==> src/rtl/runner_pkg.sv <==
// Shared encodings for the runner pipeline: heart-rate classification codes
// and alert state encoding, used by StepCalculator and the alert manager.
package runner_pkg;

   typedef enum logic [1:0] {
      CLS_SAFE    = 2'd0,
      CLS_WARN    = 2'd1,
      CLS_EMERG   = 2'd2,
      CLS_INVALID = 2'd3
   } hr_class_e;

   typedef enum logic [1:0] {
      ST_SAFE  = 2'd0,
      ST_WARN  = 2'd1,
      ST_EMERG = 2'd2,
      ST_ACKED = 2'd3
   } alert_state_e;

   localparam logic [7:0] EVENTS_MAX = 8'd255;

endpackage

==> src/rtl/hr_alert_manager_if.sv <==
// Classification input and runner-facing alert outputs of the alert manager.
interface hr_alert_manager_if;

   logic [1:0] heart_rate_classification;
   logic       class_valid;
   logic       ack;
   logic [1:0] alert_level;
   logic       buzzer;
   logic [7:0] emergency_events;
   logic       sensor_fault;

   modport master (
      output heart_rate_classification, class_valid, ack,
      input  alert_level, buzzer, emergency_events, sensor_fault
   );

   modport slave (
      input  heart_rate_classification, class_valid, ack,
      output alert_level, buzzer, emergency_events, sensor_fault
   );

endinterface

==> src/rtl/hr_buzzer_gen.sv <==
// Square-wave buzzer: high on the first enabled cycle, toggling every
// BUZZ_HALF cycles; restart re-phases, disable forces low immediately.
module hr_buzzer_gen #(
   parameter int unsigned BUZZ_HALF = 25
) (
   input  logic clk,
   input  logic rst,
   input  logic enable,
   input  logic restart,
   output logic buzzer
);

   localparam int unsigned CW = $clog2(BUZZ_HALF + 1);

   logic [CW-1:0] phase_r;
   logic          buzz_r;

   // phase counter and buzzer level
   always_ff @(posedge clk or posedge rst) begin
      if (rst) begin
         phase_r <= CW'(0);
         buzz_r  <= 1'b0;
      end else if (!enable) begin
         phase_r <= CW'(0);
         buzz_r  <= 1'b0;
      end else if (restart) begin
         phase_r <= CW'(0);
         buzz_r  <= 1'b1;
      end else if (phase_r == CW'(BUZZ_HALF - 1)) begin
         phase_r <= CW'(0);
         buzz_r  <= ~buzz_r;
      end else begin
         phase_r <= phase_r + CW'(1);
         buzz_r  <= buzz_r;
      end
   end

   assign buzzer = buzz_r;

endmodule

==> src/rtl/hr_alert_manager.sv <==
// Confirms heart-rate classifications over consecutive samples, drives the
// alert level and buzzer, latches emergencies until acknowledged.
module hr_alert_manager
   import runner_pkg::*;
#(
   parameter int unsigned WARN_CONFIRM  = 3,
   parameter int unsigned EMERG_CONFIRM = 2,
   parameter int unsigned CLEAR_CONFIRM = 5,
   parameter int unsigned BUZZ_HALF     = 25
) (
   input logic              clk,
   input logic              rst,
   hr_alert_manager_if.slave bus
);

   localparam int unsigned WW = $clog2(WARN_CONFIRM + 1);
   localparam int unsigned EW = $clog2(EMERG_CONFIRM + 1);
   localparam int unsigned SW = $clog2(CLEAR_CONFIRM + 1);

   alert_state_e  state_r, next_state_s;
   logic [WW-1:0] warn_run_r, warn_run_nxt_s;
   logic [EW-1:0] emerg_run_r, emerg_run_nxt_s;
   logic [SW-1:0] safe_run_r, safe_run_nxt_s;
   logic [7:0]    emergency_events_r;
   logic          sensor_fault_r;

   logic sample_s, emerg_match_s, warn_match_s, safe_match_s;
   logic emerg_hit_s, warn_hit_s, safe_hit_s;
   logic state_change_s, emerg_enable_s, emerg_entry_s;

   assign sample_s      = bus.class_valid && (bus.heart_rate_classification != CLS_INVALID);
   assign emerg_match_s = (bus.heart_rate_classification == CLS_EMERG);
   assign warn_match_s  = (bus.heart_rate_classification == CLS_WARN) || emerg_match_s;
   assign safe_match_s  = (bus.heart_rate_classification == CLS_SAFE);

   // a hit is the sample that brings its run up to the confirm count
   assign emerg_hit_s = sample_s && emerg_match_s && (emerg_run_r == EW'(EMERG_CONFIRM - 1));
   assign warn_hit_s  = sample_s && warn_match_s  && (warn_run_r  == WW'(WARN_CONFIRM - 1));
   assign safe_hit_s  = sample_s && safe_match_s  && (safe_run_r  == SW'(CLEAR_CONFIRM - 1));

   assign state_change_s = (next_state_s != state_r);
   assign emerg_enable_s = (next_state_s == ST_EMERG);
   assign emerg_entry_s  = emerg_enable_s && (state_r != ST_EMERG);

   // next-state decode
   always_comb begin
      next_state_s = state_r;
      case (state_r)
         ST_SAFE: begin
            if (emerg_hit_s)     next_state_s = ST_EMERG;
            else if (warn_hit_s) next_state_s = ST_WARN;
            else                 next_state_s = state_r;
         end
         ST_WARN, ST_ACKED: begin
            if (emerg_hit_s)     next_state_s = ST_EMERG;
            else if (safe_hit_s) next_state_s = ST_SAFE;
            else                 next_state_s = state_r;
         end
         ST_EMERG: begin
            if (bus.ack) next_state_s = ST_ACKED;
            else         next_state_s = state_r;
         end
         default: next_state_s = ST_SAFE;
      endcase
   end

   // saturating run counters; invalid or absent samples hold, state changes clear
   always_comb begin
      warn_run_nxt_s  = warn_run_r;
      emerg_run_nxt_s = emerg_run_r;
      safe_run_nxt_s  = safe_run_r;
      if (state_change_s) begin
         warn_run_nxt_s  = WW'(0);
         emerg_run_nxt_s = EW'(0);
         safe_run_nxt_s  = SW'(0);
      end else if (sample_s) begin
         emerg_run_nxt_s = emerg_match_s ? ((emerg_run_r == EW'(EMERG_CONFIRM)) ? emerg_run_r
                                            : emerg_run_r + EW'(1)) : EW'(0);
         warn_run_nxt_s  = warn_match_s ? ((warn_run_r == WW'(WARN_CONFIRM)) ? warn_run_r
                                            : warn_run_r + WW'(1)) : WW'(0);
         safe_run_nxt_s  = safe_match_s ? ((safe_run_r == SW'(CLEAR_CONFIRM)) ? safe_run_r
                                            : safe_run_r + SW'(1)) : SW'(0);
      end else begin
         warn_run_nxt_s  = warn_run_r;
         emerg_run_nxt_s = emerg_run_r;
         safe_run_nxt_s  = safe_run_r;
      end
   end

   // state, run counters, event counter and sticky fault
   always_ff @(posedge clk or posedge rst) begin
      if (rst) begin
         state_r            <= ST_SAFE;
         warn_run_r         <= WW'(0);
         emerg_run_r        <= EW'(0);
         safe_run_r         <= SW'(0);
         emergency_events_r <= 8'd0;
         sensor_fault_r     <= 1'b0;
      end else begin
         state_r     <= next_state_s;
         warn_run_r  <= warn_run_nxt_s;
         emerg_run_r <= emerg_run_nxt_s;
         safe_run_r  <= safe_run_nxt_s;
         if (emerg_entry_s && (emergency_events_r != EVENTS_MAX))
            emergency_events_r <= emergency_events_r + 8'd1;
         else
            emergency_events_r <= emergency_events_r;
         if (bus.class_valid && (bus.heart_rate_classification == CLS_INVALID))
            sensor_fault_r <= 1'b1;
         else
            sensor_fault_r <= sensor_fault_r;
      end
   end

   hr_buzzer_gen #(
      .BUZZ_HALF (BUZZ_HALF)
   ) u_buzzer (
      .clk     (clk),
      .rst     (rst),
      .enable  (emerg_enable_s),
      .restart (emerg_entry_s),
      .buzzer  (bus.buzzer)
   );

   assign bus.alert_level      = state_r;
   assign bus.emergency_events = emergency_events_r;
   assign bus.sensor_fault     = sensor_fault_r;

endmodule

==> src/flat_wrapper.sv <==
// flat-port wrapper written by rule: the top's interface ports become plain ports
module hr_alert_manager_flat import runner_pkg::*;
#(
   parameter int unsigned WARN_CONFIRM  = 3,
   parameter int unsigned EMERG_CONFIRM = 2,
   parameter int unsigned CLEAR_CONFIRM = 5,
   parameter int unsigned BUZZ_HALF     = 25
)
  (clk, rst, bus_heart_rate_classification, bus_class_valid, bus_ack, bus_alert_level, bus_buzzer, bus_emergency_events, bus_sensor_fault);
  hr_alert_manager_if bus_i ();
  input logic clk;
  input logic rst;
  input wire logic [$bits(bus_i.heart_rate_classification)-1:0] bus_heart_rate_classification;
  input wire logic [$bits(bus_i.class_valid)-1:0] bus_class_valid;
  input wire logic [$bits(bus_i.ack)-1:0] bus_ack;
  output wire logic [$bits(bus_i.alert_level)-1:0] bus_alert_level;
  output wire logic [$bits(bus_i.buzzer)-1:0] bus_buzzer;
  output wire logic [$bits(bus_i.emergency_events)-1:0] bus_emergency_events;
  output wire logic [$bits(bus_i.sensor_fault)-1:0] bus_sensor_fault;
  assign bus_i.heart_rate_classification = bus_heart_rate_classification;
  assign bus_i.class_valid = bus_class_valid;
  assign bus_i.ack = bus_ack;
  assign bus_alert_level = bus_i.alert_level;
  assign bus_buzzer = bus_i.buzzer;
  assign bus_emergency_events = bus_i.emergency_events;
  assign bus_sensor_fault = bus_i.sensor_fault;
  hr_alert_manager #(.WARN_CONFIRM(WARN_CONFIRM), .EMERG_CONFIRM(EMERG_CONFIRM), .CLEAR_CONFIRM(CLEAR_CONFIRM), .BUZZ_HALF(BUZZ_HALF)) u_core (.clk(clk), .rst(rst), .bus(bus_i));
endmodule
==> config.mk <==
export PLATFORM = sky130hd
export DESIGN_NAME = hr_alert_manager_flat
export DESIGN_NICKNAME = d
export VERILOG_FILES = /design/src/rtl/runner_pkg.sv /design/src/rtl/hr_alert_manager_if.sv /design/src/rtl/hr_buzzer_gen.sv /design/src/rtl/hr_alert_manager.sv /design/src/flat_wrapper.sv
export SDC_FILE = /design/constraint.sdc
export NUM_CORES = 1
export LEC_CHECK = 0
export CAP_MARGIN = 0
export CORE_ASPECT_RATIO = 0.9
export CORE_MARGIN = 1
export CORE_UTILIZATION = 45
export CTS_BUF_LIST = sky130_fd_sc_hd__clkbuf_16
export CTS_CLUSTER_DIAMETER = 200
export CTS_CLUSTER_SIZE = 14
export DETAILED_ROUTE_END_ITERATION = 7
export PLACE_DENSITY = 0.78
export SLEW_MARGIN = 40
export SYNTH_ARGS = -nofsm -noshare
export SYNTH_HDL_FRONTEND = slang
export SYNTH_SLANG_ARGS = --single-unit
==> constraint.sdc <==
create_clock -name clk -period 1.54 [get_ports clk]
set_input_delay 0.308 -clock clk [delete_from_list [all_inputs] [get_ports clk]]
set_output_delay 0.308 -clock clk [all_outputs]
set_load 0.02 [all_outputs]
==> results of run 1 <==
-- critical path: stages, from the launching register on --
cell and delay (ns):
dfrtp_2 0.42, ha_4 0.16, and3_4 0.18, a221oi_4 0.34, mux2_4 0.33
-- metal layers --
| layer | up-vias | part of all wire, % |
|---|---|---|
| li1 | 553 | - |
| met5 | - | 0 |
| met4 | 0 | 3.2 |
| met1 | 577 | 42 |
| met3 | 13 | 4.9 |
| met2 | 40 | 50 |
-- worst paths after layout --
path,endpoint,cells after the start
max in group asynchronous,u_core.bus.emergency_events[0],3
min in group clk,u_core.bus.sensor_fault,1
max,u_core.bus.emergency_events[1],4
min,u_core.u_buzzer.phase_r[1],3
min reg2reg,u_core.bus.sensor_fault,1
max reg2reg,u_core.bus.emergency_events[1],4
-- power by group --
group	internal [mW]	total (mW)	switching, mW	leakage, nW
clock network	0.347	0.562	0.215	0.0385
registers	0.716	0.821	0.105	0.315
logic	0.318	0.641	0.323	0.582
-- layout make-up --
| cell class | count | area [um^2] |
|---|---|---|
| Clock buffer | 3 | 75.1 |
| Clock inverter | 1 | 3.75 |
| Fill cell | 212 | 917 |
| Inverter | 11 | 41.3 |
| Multi-Input combinational cell | 99 | 823 |
| Sequential cell | 24 | 603 |
| Tap cell | 40 | 50.0 |
| Timing Repair Buffer | 39 | 324 |
-- kinds of logic (layout without fill, tap and decap cells) --
logic type | after synthesis | after routing
xor gates and xnor gates | 11 | 11
buffers and inverters | 13 | 54
AOI/OAI and AO/OA | 22 | 22
and+or+nand+nor | 52 | 52
DFF | 24 | 24
adders and majority gates | 13 | 13
muxes | 1 | 1
-- cell usage after synthesis, types with 2 or more instances --
cell / number
nor3_1: 4
a21oi_1: 10
nand3_1: 6
nand4_1: 3
and3_1: 3
a31oi_1: 2
ha_1: 13
nand2_1: 13
dfrtp_1: 24
nor2_1: 13
inv_1: 10
xnor2_1: 6
xor2_1: 5
-- layout by cell type, fill, tap and decap left out, drive strengths merged, types with 2 or more instances in the layout --
master / count
nand4: 3
dfrtp: 24
nor2: 13
and3: 3
xnor2: 6
a21boi: 2
a21oi: 10
nand2b: 3
dlygate4sd2: 12
buf: 22
a31oi: 2
nor3: 4
clkdlybuf4s50: 3
inv: 11
nand3: 6
ha: 13
nand2: 13
nand4b: 2
clkbuf: 3
xor2: 5
-- timing repair --
item	CTS	global route
setup endpoints to repair	28	12
pin swaps	4	7
resized for setup	25	7
cloned	0	0
setup buffers	1	4
-- registers in the layout, indices dropped and copies added, names as in the netlist --
name / flops
u_core.bus.emergency_events: 8
u_core.u_buzzer.buzzer: 1
u_core.emerg_run_r: 2
u_core.safe_run_r: 3
u_core.bus.alert_level: 2
u_core.warn_run_r: 2
u_core.bus.sensor_fault: 1
u_core.u_buzzer.phase_r: 5
==> metrics.md, run 1 <==
| Metric | Value |
|---|---|
| Met2 Resource Use GR | `between 30% and 40%` |
| First-pass GRT wire length | `about 5100 um` |
| CP endpoint kind | `flop` |
| Compound-Gate Fraction of Synth Area | `around an eighth` |
| Dpl ws | `-0.504 ns` |
| Max clock buf depth | `2` |
| Port Buf Inserts | `17` |
| Final Core Density | `between 60% and 70%` |
| Post-Place Cells | `between 200 and 250` |
| PnR Total Power | `2.02 mW` |
| Number of iterations in the first detailed-routing pass | `4` |
| Routed vias | `around 1,200` |
| Setup TNS | `-0.00700 ns` |
| Syn_nets | `between 150 and 200` |
| Yosys top cell area share | `between 40% and 50%` |
| RSZ-0062 raised after global routing | `true` |
| M1 GR Usage | `24.4%` |
| DPL Wire Length | `~2200 um` |
| Row Count | `18` |
| Cell Pwr Density | `~1100 nW/um^2` |
| WS Path Type | `reg -> reg` |
| F_max | `0.646 GHz` |
| Placed instance area | `about 1800 um^2` |
| Tmin final | `1.55 ns` |
| Clock Skew | `0.00211 ns` |
| Core area | `about 2800 um^2` |
| Busiest grt layer | `met2` |
| Critical-path maximum fanout | `6` |
| # IOs | `18` |
| RD Place Congestion | `0.817` |
| Worst hold path class | `in -> async` |
| Worst Setup SP | `u_core.bus.emergency_events[1]` |
| Critical Path RT | `~1.7 ns` |
| Largest family of logic cells by synthesized area | `simple AND/OR/NAND/NOR gates` |
| Slew HR | `77.4%` |
| Largest cells by area after synthesis | `dfrtp_1 43%, ha_1 12%, xnor2_1 3.8%, a21oi_1 3.6%, nand2_1 3.5%` |
| Final worst slack | `-0.00700 ns` |
| Initial antenna violation count | `0` |
| Seq cells post-synth | `24` |
| Top FF cell, synth | `dfrtp_1` |
| Outcome | `complete, but fails checks` |
| Tot GR Track Use | `about 22%` |
| Synth Cell Area | `about 1400 um^2` |
| CP Data Arrival Time | `about 1.7 ns` |
| Leakage | `just over 0.9 nW` |
| Routed Antenna Nets | `0` |
| CTS root buf | `clkbuf_16` |
| Mux share of post-synthesis cell area | `less than 1%` |
| Ant. Diodes | `0` |
| Worst VDD drop | `about 0.69 mV` |
| Final Hold Viols | `0` |
| Post-Synthesis Cells | `~140` |
| Post-synthesis sequential area ratio | `43.2%` |
| Initial core utilization | `48.9%` |
| Area grow syn2layout | `38.3%` |
| Drt total wl | `around 3200 um` |
| Reg2Reg Setup Slack | `-0.007 ns` |
| Drt drc | `0` |
| GR Layer Usage met3 | `3.31%` |
| Final hold slack | `between 0.4 and 0.5 ns` |
| Mean post-synth cell area | `a little over 10 um^2` |
| Nets | `between 150 and 200` |
| Worst setup SP type | `flop` |
| Avg Vias per Cell | `about 5.5` |
| H-tree depth | `1` |
| Worst-Skew Late Latency | `between 0.2 and 0.3 ns` |
| Reg-to-reg startpoint | `u_core.bus.emergency_events[1]` |
| Max-cap viol count | `0` |
| Failing checks | `setup timing` |
| Async set-reset flop share out of synthesis | `100%` |
| Die Wd | `60.6 um` |
| Non-Filler Instances | `roughly 220` |
| Pins over their slew limit | `0` |
| Distinct cell type count after synthesis | `37` |
| Post-synth EDFFs | `0` |
| Design area | `just under 2000 um^2` |
| Simple-Gate Fraction of Synth Area | `21.5%` |
| Final setup vio count | `1` |
| Die area | `3310 um^2` |
| CTS tree | `done` |
| DRT iter0 DRCs | `18` |
| Yosys warns | `0` |
| Worst-Margin Slew | `between 0.3 and 0.4 ns` |
| Adder-Cell Fraction of Synth Area | `11.7%` |
| Post-synth top area cell | `dfrtp_1` |
| Die height | `about 55 um` |
| Vias in the first global route | `around 1,200` |
| Share of cells above drive strength 1 | `29.9%` |
| Post-synthesis xor/xnor area fraction | `slightly below 7%` |
| Gr ovfl total | `0` |
| Largest net degree at the start of global routing | `25` |
| # hold bufs at CTS | `0` |
| Final Cycle Share | `100%` |
| Wirelength per Cell | `14.9 um` |
| Clock transition at path regs | `roughly 0.060 ns` |
| Clock Sinks | `24` |
| CTS Buf Count | `3` |
Power figures use the tool's default switching activity.
==> run 2: changes to the inputs <==
- ABC_AREA: default -> 1
- CORE_UTILIZATION: 45 -> 30
- PLACE_DENSITY: 0.78 -> 0.58
==> run 2 against run 1 <==
Effect of this change: clock skew is 0.0025 ns higher; area after synthesis up 13%; setup slack better by 0.078 ns; count of clock-buffer cells in the layout unchanged; routed wire length fell by 7.3%; die area rose by 66%; the run now ends clean.
==> metrics.md, run 2 <==
| Metric | Value |
|---|---|
| RD Place Congestion | `0.746 (was 0.817)` |
| Area grow syn2layout | `34.3% (was 38.3%)` |
| Top FF cell, synth | `dfrtp_1 (unchanged)` |
| Core area | `4920 um^2 (was 2840 um^2)` |
| Critical Path RT | `1.68 ns (about the same)` |
| Pins over their slew limit | `0 (unchanged)` |
| Yosys warns | `0 (unchanged)` |
| Post-Place Cells | `285 (was 208)` |
| Syn_nets | `207 (was 155)` |
| Seq cells post-synth | `24 (unchanged)` |
| Most frequent cell after synthesis | `nand2_1 (was dfrtp_1)` |
| Critical-path maximum fanout | `4 (was 6)` |
| Final setup vio count | `0 (was 1)` |
| Non-Filler Instances | `290 (was 217)` |
| Final worst slack | `0.0706 ns (was -0.00700 ns)` |
| Worst setup SP type | `flop (unchanged)` |
| F_max | `0.681 GHz (was 0.646 GHz)` |
| Drt total wl | `3000 um (was 3230 um)` |
| Outcome | `finished, final reports clean (was complete, but fails checks)` |
| Post-synth EDFFs | `0 (unchanged)` |
| Routed vias | `1,265 (was 1,183)` |
| Commonest cells in the netlist | `41 x nand2_1, 30 x inv_1, 24 x dfrtp_1 (was 24 x dfrtp_1, 13 x ha_1, 13 x nand2_1, 13 x nor2_1)` |
| Post-synthesis sequential area ratio | `38.4% (was 43.2%)` |
| Dpl ws | `-0.438 ns (was -0.504 ns)` |
| Distinct cell type count after synthesis | `25 (was 37)` |
| Number of iterations in the first detailed-routing pass | `4 (unchanged)` |
| Die Wd | `78.1 um (was 60.6 um)` |
| Largest net degree at the start of global routing | `25 (unchanged)` |
| WS Path Type | `reg -> reg (unchanged)` |
| Worst VDD drop | `0.782 mV (was 0.691 mV)` |
| Max clock buf depth | `2 (unchanged)` |
| CTS root buf | `clkbuf_16 (unchanged)` |
| Die area | `5500 um^2 (was 3310 um^2)` |
| Die height | `70.5 um (was 54.7 um)` |
| Vias in the first global route | `1,217 (was 1,154)` |
| CTS Buf Count | `3 (unchanged)` |
| Layout fillers | `498 (was 212)` |
| Max FFs per register | `8 (unchanged)` |
| Post-Synthesis Cells | `188 (was 136)` |
| Final Cycle Share | `95.4% (was 100%)` |
| Post-synth top area cell | `dfrtp_1 (unchanged)` |
| Initial core utilization | `31.7% (was 48.9%)` |
| Commonest non-fill, non-tap cell in the layout | `nand2_1` |
| Ant. Diodes | `0 (unchanged)` |
| Clock Skew | `0.00465 ns (was 0.00211 ns)` |
| First-pass GRT wire length | `5200 um (was 5050 um)` |
| Yosys top cell area share | `38.4% (was 43.2%)` |
| Avg Vias per Cell | `4.36 (was 5.45)` |
| Cell Pwr Density | `1250 nW/um^2 (was 1050 nW/um^2)` |
| Worst hold path class | `in -> async (unchanged)` |
| PnR Total Power | `2.62 mW (was 2.02 mW)` |
| Initial antenna violation count | `0 (unchanged)` |
| Synth Cell Area | `1560 um^2 (was 1390 um^2)` |
| Share of cells above drive strength 1 | `24.0% (was 29.9%)` |
| Wirelength per Cell | `10.3 um (was 14.9 um)` |
| Drt drc | `0 (unchanged)` |
| H-tree depth | `1 (unchanged)` |
| CP Data Arrival Time | `1.61 ns (was 1.69 ns)` |
| Worst-Margin Slew | `0.377 ns (was 0.339 ns)` |
| Final Hold Viols | `0 (unchanged)` |
| Area occupied by registers | `601 um^2 (was 603 um^2)` |
| Clock Sinks | `24 (unchanged)` |
| Gr ovfl total | `0 (unchanged)` |
| Tot GR Track Use | `11.8% (was 21.6%)` |
| Area occupied by multi-input gates | `896 um^2 (was 823 um^2)` |
| DPL Wire Length | `2210 um (was 2240 um)` |
| Port Buf Inserts | `17 (unchanged)` |
| Highest-count cells in the layout ignoring fill and taps | `39 x nand2_1, 27 x inv_1, 24 x dfrtp_1 (was 22 x buf_4, 22 x dfrtp_1, 13 x nand2_1, 13 x nor2_1, 12 x dlygate4sd2_1)` |
| Tmin final | `1.47 ns (was 1.55 ns)` |
| Slew HR | `74.6% (was 77.4%)` |
| Mean post-synth cell area | `8.31 um^2 (was 10.2 um^2)` |
| Largest cells by area after synthesis | `dfrtp_1 38%, ha_1 10%, nand2_1 9.8%, inv_1 7.2%, nand4_1 4.4% (was dfrtp_1 43%, ha_1 12%, xnor2_1 3.8%, a21oi_1 3.6%, nand2_1 3.5%)` |
| Clock transition at path regs | `0.06 ns (about the same)` |
| Async set-reset flop share out of synthesis | `100% (unchanged)` |
| CTS tree | `done (unchanged)` |
| # hold bufs at CTS | `0 (unchanged)` |
| DRT iter0 DRCs | `25 (was 18)` |
| Setup TNS | `0 ns (was -0.00700 ns)` |
| Leakage | `1.05 nW (was 0.935 nW)` |
| Nets | `245 (was 197)` |
| CP endpoint kind | `flop (unchanged)` |
| Routed Antenna Nets | `0 (unchanged)` |
| Worst-Skew Late Latency | `0.25 ns (was 0.26 ns)` |
| Row Count | `24 (was 18)` |
| # IOs | `18 (unchanged)` |
| Max-cap viol count | `0 (unchanged)` |
run 2: cell types whose count changed in the layout (fill, tap and decap cells not counted), sizes merged, moves of 4 or more:
cell and change:
nand2 +34, inv +20, nand4 +8, nor2 +8, nand3 +5, a21oi -4, buf -4, o21ai +4
run 2: cell families (layout without fill, tap and decap cells):
logic type,Yosys count,after routing,share of synthesized area [%]
adder cells (fa/ha/maj),13,13,10.4
buffers and inverters,33,70,8.89
XOR/XNOR,8,8,4.48
AO/OA/AOI/OAI,14,14,4.80
AND/OR/NAND/NOR,96,96,33.0
flip-flops,24,24,38.4
run 2: power breakdown:
| part | internal [mW] | switching, mW | leakage [nW] | total [mW] |
|---|---|---|---|---|
| sequential | 0.741 | 0.118 | 0.313 | 0.859 |
| clock | 0.516 | 0.213 | 0.0511 | 0.729 |
| combinational | 0.422 | 0.614 | 0.687 | 1.04 |
run 2: worst paths after layout:
path,slack [ns],startpoint,to,depth (start not counted)
worst max register to register,0.07,u_core.emerg_run_r[0],u_core.bus.emergency_events[2],10
min in group clk,0.43,bus_class_valid,u_core.bus.sensor_fault,3
worst min-delay path,0.40,rst,u_core.bus.alert_level[0],3
max in group asynchronous,0.89,rst,u_core.bus.alert_level[1],3
worst min register to register,0.48,u_core.bus.sensor_fault,u_core.bus.sensor_fault,1
worst max-delay path,0.07,u_core.emerg_run_r[0],u_core.bus.emergency_events[2],10
run 2: cell type report:
type                    count  area share, %
multi-input cells         131           42.7
inverters                  31           5.55
well taps                  65           3.88
flip-flops and latches     24           28.6
clock inverters             1           1.43
clock buffers               3           3.58
repair buffers             35           14.3
run 2: what timing repair did:
action	4_1_cts	5_1_grt
gates resized for setup	22	13
pin swaps	4	6
buffers inserted	1	0
endpoints found under the setup margin	33	19
endpoints found under the hold margin	0	0
run 2: through the flow:
step	hold slack, ns	utilization (%)	cell area [um^2]
finish	0.404	42.6	2100
CTS	0.419	41.7	2050
floorplan	0.323	-	1560
global route	0.441	42.6	2100
global placement	0.470	39.0	1920
detailed placement	0.469	39.0	1920
run 2: metal layers:
| layer | vias to the layer above | share of wire [%] | GRT usage (%) |
|---|---|---|---|
| li1 | 675 | - | - |
| met1 | 574 | 49 | 15.6 |
| met2 | 14 | 47 | 18.8 |
| met3 | 2 | 2.8 | 3.14 |
| met4 | 0 | 0.97 | 3.50 |
| met5 | - | 0 | 0 |
run 2: critical path: stages, from the launching register on:
cell	delay, ns
dfrtp_1	0.42
ha_4	0.19
nand2_4	0.07
nor2_4	0.04
nor2_2	0.12
nand2_2	0.09
nand2_4	0.08
nand2_4	0.07
buf_4	0.16
nand4_1	0.06
nand2_1	0.06
==> run 3: changes to the inputs <==
- SKIP_LAST_GASP: default -> 1
==> results of run 3 <==
Same layout as run 2: the final DEF is identical, and so are final timing and power.
==> RTL edit, RTL diff (config.mk and constraints of run 3) <==
`BUZZ_HALF` is set to 25 in 3 places; all go to 50.
--- a/src/rtl/hr_buzzer_gen.sv
+++ b/src/rtl/hr_buzzer_gen.sv
@@ -1,7 +1,7 @@
 // Square-wave buzzer: high on the first enabled cycle, toggling every
 // BUZZ_HALF cycles; restart re-phases, disable forces low immediately.
 module hr_buzzer_gen #(
-   parameter int unsigned BUZZ_HALF = 25
+   parameter int unsigned BUZZ_HALF = 50
 ) (
    input  logic clk,
    input  logic rst,
--- a/src/rtl/hr_alert_manager.sv
+++ b/src/rtl/hr_alert_manager.sv
@@ -6,7 +6,7 @@
    parameter int unsigned WARN_CONFIRM  = 3,
    parameter int unsigned EMERG_CONFIRM = 2,
    parameter int unsigned CLEAR_CONFIRM = 5,
-   parameter int unsigned BUZZ_HALF     = 25
+   parameter int unsigned BUZZ_HALF     = 50
 ) (
    input logic              clk,
    input logic              rst,
--- a/src/flat_wrapper.sv
+++ b/src/flat_wrapper.sv
@@ -4,7 +4,7 @@
    parameter int unsigned WARN_CONFIRM  = 3,
    parameter int unsigned EMERG_CONFIRM = 2,
    parameter int unsigned CLEAR_CONFIRM = 5,
-   parameter int unsigned BUZZ_HALF     = 25
+   parameter int unsigned BUZZ_HALF     = 50
 )
   (clk, rst, bus_heart_rate_classification, bus_class_valid, bus_ack, bus_alert_level, bus_buzzer, bus_emergency_events, bus_sensor_fault);
   hr_alert_manager_if bus_i ();
Formal check against the unedited RTL: no difference found for any inputs over 10 cycles, from zero or initial values and one cycle with rst high; that may be too few to reach the edited logic, so the function may still have changed.
==> RTL edit against run 3 <==
- worst setup slack better by 16 ps
- critical path type unchanged
- wire length unchanged
- cell count down 5.2%
- design area down 6.8%
- critical path depth down 2
- total power down 19%
- sequential power up 2%
- largest power group is now sequential cells
- sequential cell count up 1
- synthesized area down 5.4%
==> RTL edit: results (changes against run 3) <==
INFO  metric globalRouteMet3Util = 3.03% (was 3.14%)
INFO  metric track_usage = 13.4% (was 11.8%)
INFO  metric met1_track_demand_over_resource_in_global_routing = 17.1% (was 15.6%)
INFO  metric cts.clk_slew.worst_paths = 60 ps (about the same)
INFO  metric fill_cells = 465 (was 498)
INFO  metric wire_length_of_the_first_global_routing_pass = 5420 µm (was 5200 µm)
INFO  metric gp_congestion = 0.763 (was 0.746)
INFO  metric post_drt_wl_per_cell = 10.9 µm (was 10.3 µm)
INFO  metric insertedDiodeCount = 0 (unchanged)
INFO  metric run_status = finished clean (unchanged)
INFO  metric post_synth.cell_area_avg = 8.40 µm² (was 8.31 µm²)
INFO  metric synth_async_sr_flop_share = 100% (unchanged)
INFO  metric placedCellCount = 268 (was 285)
INFO  metric clock-skew-final = 3.00 ps (was 4.65 ps)
INFO  metric clkLatencyLatePin = approximately 260 ps
INFO  metric drt-total-wl = 3000 µm (unchanged)
INFO  metric antenna_found_initial = 0 (unchanged)
INFO  metric avgViaCountPerCell = 4.38 (was 4.36)
INFO  metric drtPass1Iterations = 4 (unchanged)
INFO  metric dp_hpwl = 2150 µm (was 2210 µm)
INFO  metric first_global_vias = 1,216 (was 1,217)
INFO  metric drive_above_1_share = 20.7% (was 24.0%)
INFO  metric worst_ep_arrival_time = 1610 ps (about the same)
INFO  metric cp_max_fo = 6 (was 4)
INFO  metric holdCritPathClass = input pin to async pin (unchanged)
INFO  metric flip_flop_count_of_the_largest_register_after_layout = 8 (unchanged)
INFO  metric numCtsBuffers = 3 (unchanged)
INFO  metric ir_drop = 584 µV (was 782 µV)
INFO  metric drt_first_iter_violations = 46 (was 25)
INFO  metric timing_worst_slew_pin_value = 319 ps (was 377 ps)
INFO  metric io_buffer_count = 17 (unchanged)
INFO  metric synthesized_nets = 195 (was 207)
INFO  metric clockBufferDepth = 2 (unchanged)
INFO  metric root_buffer = sky130_fd_sc_hd__clkbuf_16 (unchanged)
INFO  metric synth-seq-area-share = 42.3% (was 38.4%)
INFO  metric grt_use_met2 = 22.6% (was 18.8%)
INFO  metric post_synth_most_frequent_cells = sky130_fd_sc_hd__nand2_1, sky130_fd_sc_hd__dfrtp_1, sky130_fd_sc_hd__nor2_1 (was sky130_fd_sc_hd__nand2_1, sky130_fd_sc_hd__inv_1, sky130_fd_sc_hd__dfrtp_1)
INFO  metric worst-r2r-cell-count = 8 (was 10)
INFO  metric p_leak = 0.903 nW (was 1.05 nW)
INFO  metric pin_count_of_the_biggest_net_entering_global_routing = 26 (was 25)
INFO  metric post_synth_main_area_contributors = sky130_fd_sc_hd__dfrtp_1, sky130_fd_sc_hd__ha_1, sky130_fd_sc_hd__nand2_1 (unchanged)
INFO  metric layout.nets = 233 (was 245)
[RTL edit: routing by layer]
| layer | wire (µm) | share of wire (%) |
|---|---|---|
| met5 | 0 | 0 |
| met4 | 43 | 1.4 |
| met3 | 111 | 3.7 |
| met2 | 1350 | 45 |
| met1 | 1490 | 50 |
[RTL edit: path summary, 6_finish.rpt]
path	start	to	slack, ps
setup reg to reg	u_core.bus.emergency_events[0]	u_core.bus.emergency_events[7]	90
hold reg to reg	u_core.bus.sensor_fault	u_core.bus.sensor_fault	480
max in group asynchronous	rst	u_core.bus.emergency_events[3]	900
setup / recovery	u_core.bus.emergency_events[0]	u_core.bus.emergency_events[7]	90
hold / removal	rst	u_core.bus.emergency_events[1]	400
min in group clk	u_core.bus.sensor_fault	u_core.bus.sensor_fault	480
[RTL edit: through the flow]
stage	setup slack [ps]	instance area (µm²)	TNS, ps
after floorplan	99.6	1480	0
after global placement	-343	1820	-6820
after detailed placement	-371	1820	-7560
after CTS	13.5	1910	0
after global routing	-37.8	1960	-37.8
final	87.0	1960	0
[RTL edit: repair_timing]
item,in CTS,in global routing
setup buffers,0,2
resized for setup,16,10
gates cloned,0,1
pin swaps,1,4
setup endpoints to repair,33,19
[RTL edit: power by group]
group / internal [mW] / switching [mW] / leakage (nW) / total [mW]
clock: 0.353 / 0.243 / 0.0371 / 0.596
combinational: 0.278 / 0.380 / 0.542 / 0.658
sequential: 0.760 / 0.114 / 0.324 / 0.874
[RTL edit: cell families (layout without fill, tap and decap cells)]
| logic type | after synthesis | in the layout | share of synthesized area, % |
|---|---|---|---|
| buf+inv | 27 | 63 | 7.02 |
| compound gates | 20 | 20 | 7.78 |
| fa+ha+maj | 13 | 13 | 11.0 |
| simple gates | 84 | 85 | 27.7 |
| xor+xnor | 7 | 7 | 4.15 |
| flops | 25 | 25 | 42.3 |
[RTL edit: layout make-up]
cell class              count  share of cell area [%]
well taps                  62                    3.97
flip-flops and latches     25                    32.0
clock buffers               3                    3.84
clock inverters             1                   0.384
multi-input cells         125                    40.8
repair buffers             32                    13.8
inverters                  27                    5.31
[RTL edit: critical path, cell delays in order (launching register included)]
cell and delay (ps):
sky130_fd_sc_hd__dfrtp_1 410, sky130_fd_sc_hd__ha_2 230, sky130_fd_sc_hd__nand3_2 120, sky130_fd_sc_hd__nor2_4 160, sky130_fd_sc_hd__nand3_2 120, sky130_fd_sc_hd__nand2_4 130, sky130_fd_sc_hd__inv_4 50, sky130_fd_sc_hd__nand2_1 70
sky130_fd_sc_hd__nand2_1 50
